--- config.mk ---
export PLATFORM = sky130hd
export DESIGN_NAME = mux_sel_sequencer_flat
export DESIGN_NICKNAME = d
export VERILOG_FILES = /design/src/rtl/mux_sel_sequencer_if.sv /design/src/rtl/mux_sel_sequencer.sv /design/src/flat_wrapper.sv
export SDC_FILE = /design/constraint.sdc
export NUM_CORES = 1
export LEC_CHECK = 0
export ABC_AREA = 1
export CORE_MARGIN = 1.5
export CORE_UTILIZATION = 48
export CTS_BUF_LIST = sky130_fd_sc_hd__clkbuf_4 sky130_fd_sc_hd__clkbuf_8
export CTS_CLUSTER_SIZE = 10
export DETAILED_ROUTE_END_ITERATION = 6
export GPL_TIMING_DRIVEN = 0
export HOLD_SLACK_MARGIN = 0.1
export PLACE_DENSITY = 0.86
export SETUP_SLACK_MARGIN = 0.15
export SYNTH_ARGS = -nofsm -noshare
export SYNTH_HDL_FRONTEND = slang
export SYNTH_SLANG_ARGS = --single-unit
--- constraint.sdc ---
create_clock -name clk -period 3 [get_ports clk]
set_clock_uncertainty 0.1 [all_clocks]
set_input_delay 0.45 -clock clk [delete_from_list [all_inputs] [get_ports clk]]
set_output_delay 0.45 -clock clk [all_outputs]
set_load 0.03 [all_outputs]
--- src/rtl/mux_sel_sequencer_if.sv ---
// Word handshake into the mux select sequencer.
// The upstream side drives the word and in_valid; the sequencer answers with in_ready.
interface mux_sel_sequencer_if #(
    parameter int N = 8
);
    logic         in_valid;
    logic         in_ready;
    logic [N-1:0] in_data;

    modport master (output in_valid, output in_data, input in_ready);
    modport slave  (input in_valid, input in_data, output in_ready);
endinterface

--- src/rtl/mux_sel_sequencer.sv ---
// Upstream controller for the 8:1 bit-select mux: holds a word on data_out and steps
// sel LSB-first, one position per DIV clocks, with frame flags.
//
// state | meaning
// IDLE  | waiting for a word, in_ready high
// SHIFT | walking sel through 0..N-1, bit_valid high
// DONE  | one-cycle end-of-frame, done high
module mux_sel_sequencer #(
    parameter int SEL_W = 3,
    parameter int DIV   = 1
) (
    input  logic                    clk,
    input  logic                    rst,
    mux_sel_sequencer_if.slave      up,
    input  logic                    abort,
    output logic [(2**SEL_W)-1:0]   data_out,
    output logic [SEL_W-1:0]        sel,
    output logic                    bit_valid,
    output logic                    last,
    output logic                    busy,
    output logic                    done
);
    localparam int                N        = 2**SEL_W;
    localparam int                TICK_W   = (DIV > 1) ? $clog2(DIV) : 1;
    localparam logic [TICK_W-1:0] TICK_MAX = TICK_W'(DIV - 1);
    localparam logic [SEL_W-1:0]  SEL_MAX  = SEL_W'(N - 1);

    typedef enum logic [1:0] {IDLE, SHIFT, DONE} state_t;

    state_t            state;
    logic [TICK_W-1:0] tick;
    logic              tick_end;

    // With DIV==1 TICK_MAX is 0, so tick never leaves 0 and sel moves every clock.
    assign tick_end    = (tick == TICK_MAX);
    assign up.in_ready = (state == IDLE);
    assign last        = (state == SHIFT) && (sel == SEL_MAX) && tick_end;

    always_ff @(posedge clk or posedge rst) begin
        if (rst) begin
            state     <= IDLE;
            data_out  <= '0;
            sel       <= '0;
            tick      <= '0;
            bit_valid <= 1'b0;
            busy      <= 1'b0;
            done      <= 1'b0;
        end else begin
            case (state)
                IDLE: begin
                    if (up.in_valid) begin
                        data_out  <= up.in_data;
                        sel       <= '0;
                        tick      <= '0;
                        state     <= SHIFT;
                        bit_valid <= 1'b1;
                        busy      <= 1'b1;
                    end
                end
                SHIFT: begin
                    if (abort) begin
                        state     <= IDLE;
                        sel       <= '0;
                        tick      <= '0;
                        bit_valid <= 1'b0;
                        busy      <= 1'b0;
                    end else if (last) begin
                        // sel stays at N-1 through DONE and into IDLE
                        state     <= DONE;
                        tick      <= '0;
                        bit_valid <= 1'b0;
                        done      <= 1'b1;
                    end else if (tick_end) begin
                        tick <= '0;
                        sel  <= sel + SEL_W'(1);
                    end else begin
                        tick <= tick + TICK_W'(1);
                    end
                end
                DONE: begin
                    state <= IDLE;
                    busy  <= 1'b0;
                    done  <= 1'b0;
                    if (abort) begin
                        sel  <= '0;
                        tick <= '0;
                    end
                end
                default: begin
                    state     <= IDLE;
                    bit_valid <= 1'b0;
                    busy      <= 1'b0;
                    done      <= 1'b0;
                end
            endcase
        end
    end
endmodule

--- src/flat_wrapper.sv ---
// flat-port wrapper written by rule: the top's interface ports become plain ports
module mux_sel_sequencer_flat 
#(
    parameter int SEL_W = 3,
    parameter int DIV   = 1
)
  (clk, rst, abort, data_out, sel, bit_valid, last, busy, done, up_in_valid, up_in_data, up_in_ready);
  mux_sel_sequencer_if #(.N(8)) up_i ();
  input  logic clk;
  input  logic rst;
  input  logic abort;
  output logic [(2**SEL_W)-1:0] data_out;
  output logic [SEL_W-1:0] sel;
  output logic bit_valid;
  output logic last;
  output logic busy;
  output logic done;
  input wire logic [$bits(up_i.in_valid)-1:0] up_in_valid;
  input wire logic [$bits(up_i.in_data)-1:0] up_in_data;
  output wire logic [$bits(up_i.in_ready)-1:0] up_in_ready;
  assign up_i.in_valid = up_in_valid;
  assign up_i.in_data = up_in_data;
  assign up_in_ready = up_i.in_ready;
  mux_sel_sequencer #(.SEL_W(SEL_W), .DIV(DIV)) u_core (.clk(clk), .rst(rst), .up(up_i), .abort(abort), .data_out(data_out), .sel(sel), .bit_valid(bit_valid), .last(last), .busy(busy), .done(done));
endmodule
==> results by group <==
Synth
  – FF+latch count, synth: 16
  – Register area share after synthesis: 53.33%
  – Adder-Cell Fraction of Synth Area: 3.333%
  – Largest family of logic cells by synthesized area: simple AND/OR/NAND/NOR gates
  – Xor and xnor fraction of the mapped netlist area: 0%
  – Post-synthesis compound-gate area fraction: 0%
  – Avg Inst Size Synth: 8.341 µm²
  – Cell area after synthesis: 750.7 µm²
  – Syn_nets: 104
  – Synth Warn #: 0
  – Cell count after synthesis: 90
  – Library cells used by synthesis: 12
  – Simple-gate share of the synthesized area: a little over a third
  – Mux cell area share after synthesis: 0%

Setup path
  – Required @ worst endpoint: about 2.5 ns
  – CP arrival: 1.86 ns
  – Crit path kind: reg2out
  – Worst setup EP type: primary output
  – CP max FO: 4
  – Startpoint types: flop

Final layout
  – Most common cell after layout, fill and taps aside: nand2_1
  – N_diodes: 0
  – Area growth syn-to-layout: 42.17%
  – Layout cells sized above 1: approximately 14%
  – Fin util: 71.68%
  – Most frequent cells in the layout: 35 x nand2_1, 26 x clkdlybuf4s50_1, 16 x nand3_1, 16 x dfrtp_1
  – Design Area, Final: approximately 1100 µm²
  – Fin nets: 135

Detailed routing
  – Drt pass-1 iters: 4
  – Via Count: 652
  – DR WL met3: 85 µm
  – Post-route antenna net violation count: 0
  – Via density per instance: around 4.8
  – Final wirelength: between 1000 and 1500 µm
  – Top Metal Used: met3
  – Drt drc: 0
  – Metal2 WL: 710 µm
  – DRT iter0 DRCs: 8
  – Drt wl/cell: 10.46 µm
  – DRT met1 WL: between 600 and 700 µm

Power and ir drop
  – Sequential share of power: 42.7%
  – Power Dens Cells: 584.2 nW/µm²
  – Net switching power: 0.2106 mW
  – Clk pwr share: 21.9%
  – Leakage power: 0.5592 nW
  – Sw frac: 33.77%
  – P_int: 0.4129 mW
  – Maximum VDD drop: approximately 0.35 mV
  – Gate power share: a little over a third

Clocking
  – H-tree levels: 1
  – CTS tree: yes
  – Post-cts sizing count: 0
  – Clk sinks: 16
  – Reg clk slew, reported paths: 0.09 ns
  – CTS Hold Bufs: 0
  – Num CTS Buffers: 3
  – Longest Clk Path Bufs: 2
  – CTS Root Cell: clkbuf_4
  – Clock latency on the worst-skew pair: 0.28 ns
  – Number of post-CTS setup repair buffers: 0

Floorplanning
  – Cell row count: 14
  – Die W: 42.55 µm
  – Die ar.: 1810 µm²
  – Die Span Y: ~43 µm
  – Core area: 1489 µm²
  – Initial Utilization: 50.42%
  – Io pins: 28

Place
  – Area of placed instances: 1031 µm²
  – GPL Wtd Cong: 0.8115
  – HPWL after detailed placement: 1086 µm
  – Setup WS pre-CTS: 0.8948 ns
  – Port Buffers: 26

GRT
  – Initial antenna violation count: 0
  – First-pass GRT wire length: 2525 µm
  – GR Overflow Total: 0
  – GRT Util Overall: 18.37%
  – Largest net degree at the start of global routing: 17
  – Number of global-route vias before repair: 627

STA
  – Final hold violation count: 0
  – RSZ-0062 raised after global routing: false
  – TNS Setup: 0 ns
  – Worst slew margin: 59.76%
  – Worst Max-Slew Pin Slew: 0.6029 ns
  – Pins Over Slew Limit: 0
  – Final setup violation count: 0
  – Max Clk Rate: 415.4 MHz
  – Final min period: 2.407 ns
  – Crit share post-route: 80.25%
  – Final worst setup slack: between 0.5 and 0.6 ns

Flow run
  – Max cap viols: 0

Hold path
  – Worst Hold Class: reg2reg

Run status
  – Status: finished clean
power by group through the flow:
stage / Clock (mW) / Combinational [mW] / Sequential (mW)
floorplan: 0 / 0.0683 / 0.331
global placement: 0 / 0.219 / 0.271
detailed placement: 0 / 0.222 / 0.271
CTS: 0.142 / 0.223 / 0.267
global route: 0.150 / 0.237 / 0.272
finish: 0.137 / 0.220 / 0.266
final timing paths:
kind / depth (start not counted) / from / slack (ns) / endpoint
min reg2reg: 2 / u_core.busy$_DFFE_PP0P_ / 0.38 / u_core.busy$_DFFE_PP0P_
min: 2 / u_core.busy$_DFFE_PP0P_ / 0.38 / u_core.busy$_DFFE_PP0P_
min in group asynchronous: 2 / rst / 0.43 / u_core.sel[0]$_DFFE_PP0P_
max: 5 / u_core.sel[0]$_DFFE_PP0P_ / 0.59 / last
max reg2reg: 8 / u_core.sel[0]$_DFFE_PP0P_ / 1.49 / u_core.sel[0]$_DFFE_PP0P_
max in group asynchronous: 2 / rst / 1.97 / u_core.data_out[5]$_DFFE_PP0P_
routing by layer:
layer  global-route usage, %  vias to the layer above
li1                        -                      338
met1                   21.79                      293
met2                   32.31                       21
met3                   3.448                        0
met4                   7.500                        0
met5                       0                        -
cell families after synthesis:
kind of cell	after synthesis
buffers and inverters	11
AND/OR/NAND/NOR	61
adder cells (fa/ha/maj)	2
flip-flops	16
critical path, stage by stage, from the launching register on:
cell and delay [ns]:
dfrtp_1 0.41, ha_1 0.17, ha_1 0.16, inv_1 0.06
nor2_1 0.11, clkdlybuf4s50_1 0.67
flip-flops by register name, indices dropped and copies added (netlist names):
register / cells
u_core.done: 1
u_core.busy: 1
u_core.sel: 3
u_core.state: 2
u_core.bit_valid: 1
u_core.data_out: 8
cell usage after synthesis, drive strengths merged:
| master | instances | area share (%) |
|---|---|---|
| nand2 | 39 | 22 |
| buf | 3 | 2.8 |
| nor2 | 6 | 3.7 |
| dfrtp | 16 | 53 |
| ha | 2 | 3.3 |
| nand3 | 16 | 11 |
| inv | 8 | 4.0 |
layout make-up:
| class | count | area [µm²] |
|---|---|---|
| multi-input cells | 63 | 299.0 |
| inverters | 8 | 30.03 |
| flip-flops and latches | 16 | 400.4 |
| fillers | 118 | 421.7 |
| repair buffers | 26 | 260.3 |
| well taps | 16 | 20.02 |
| clock buffers | 4 | 36.28 |
| plain buffers | 3 | 21.27 |
per-stage QoR:
| step | instances | total power, mW | hold WS [ns] |
|---|---|---|---|
| global placement | 132 | 0.4895 | 0.3534 |
| global route | 136 | 0.6591 | 0.4070 |
| floorplan | 90 | 0.3995 | 0.2637 |
| finish | 136 | 0.6235 | 0.3752 |
| CTS | 136 | 0.6319 | 0.3802 |
| detailed placement | 132 | 0.4926 | 0.3572 |
Power figures use the tool's default switching activity.
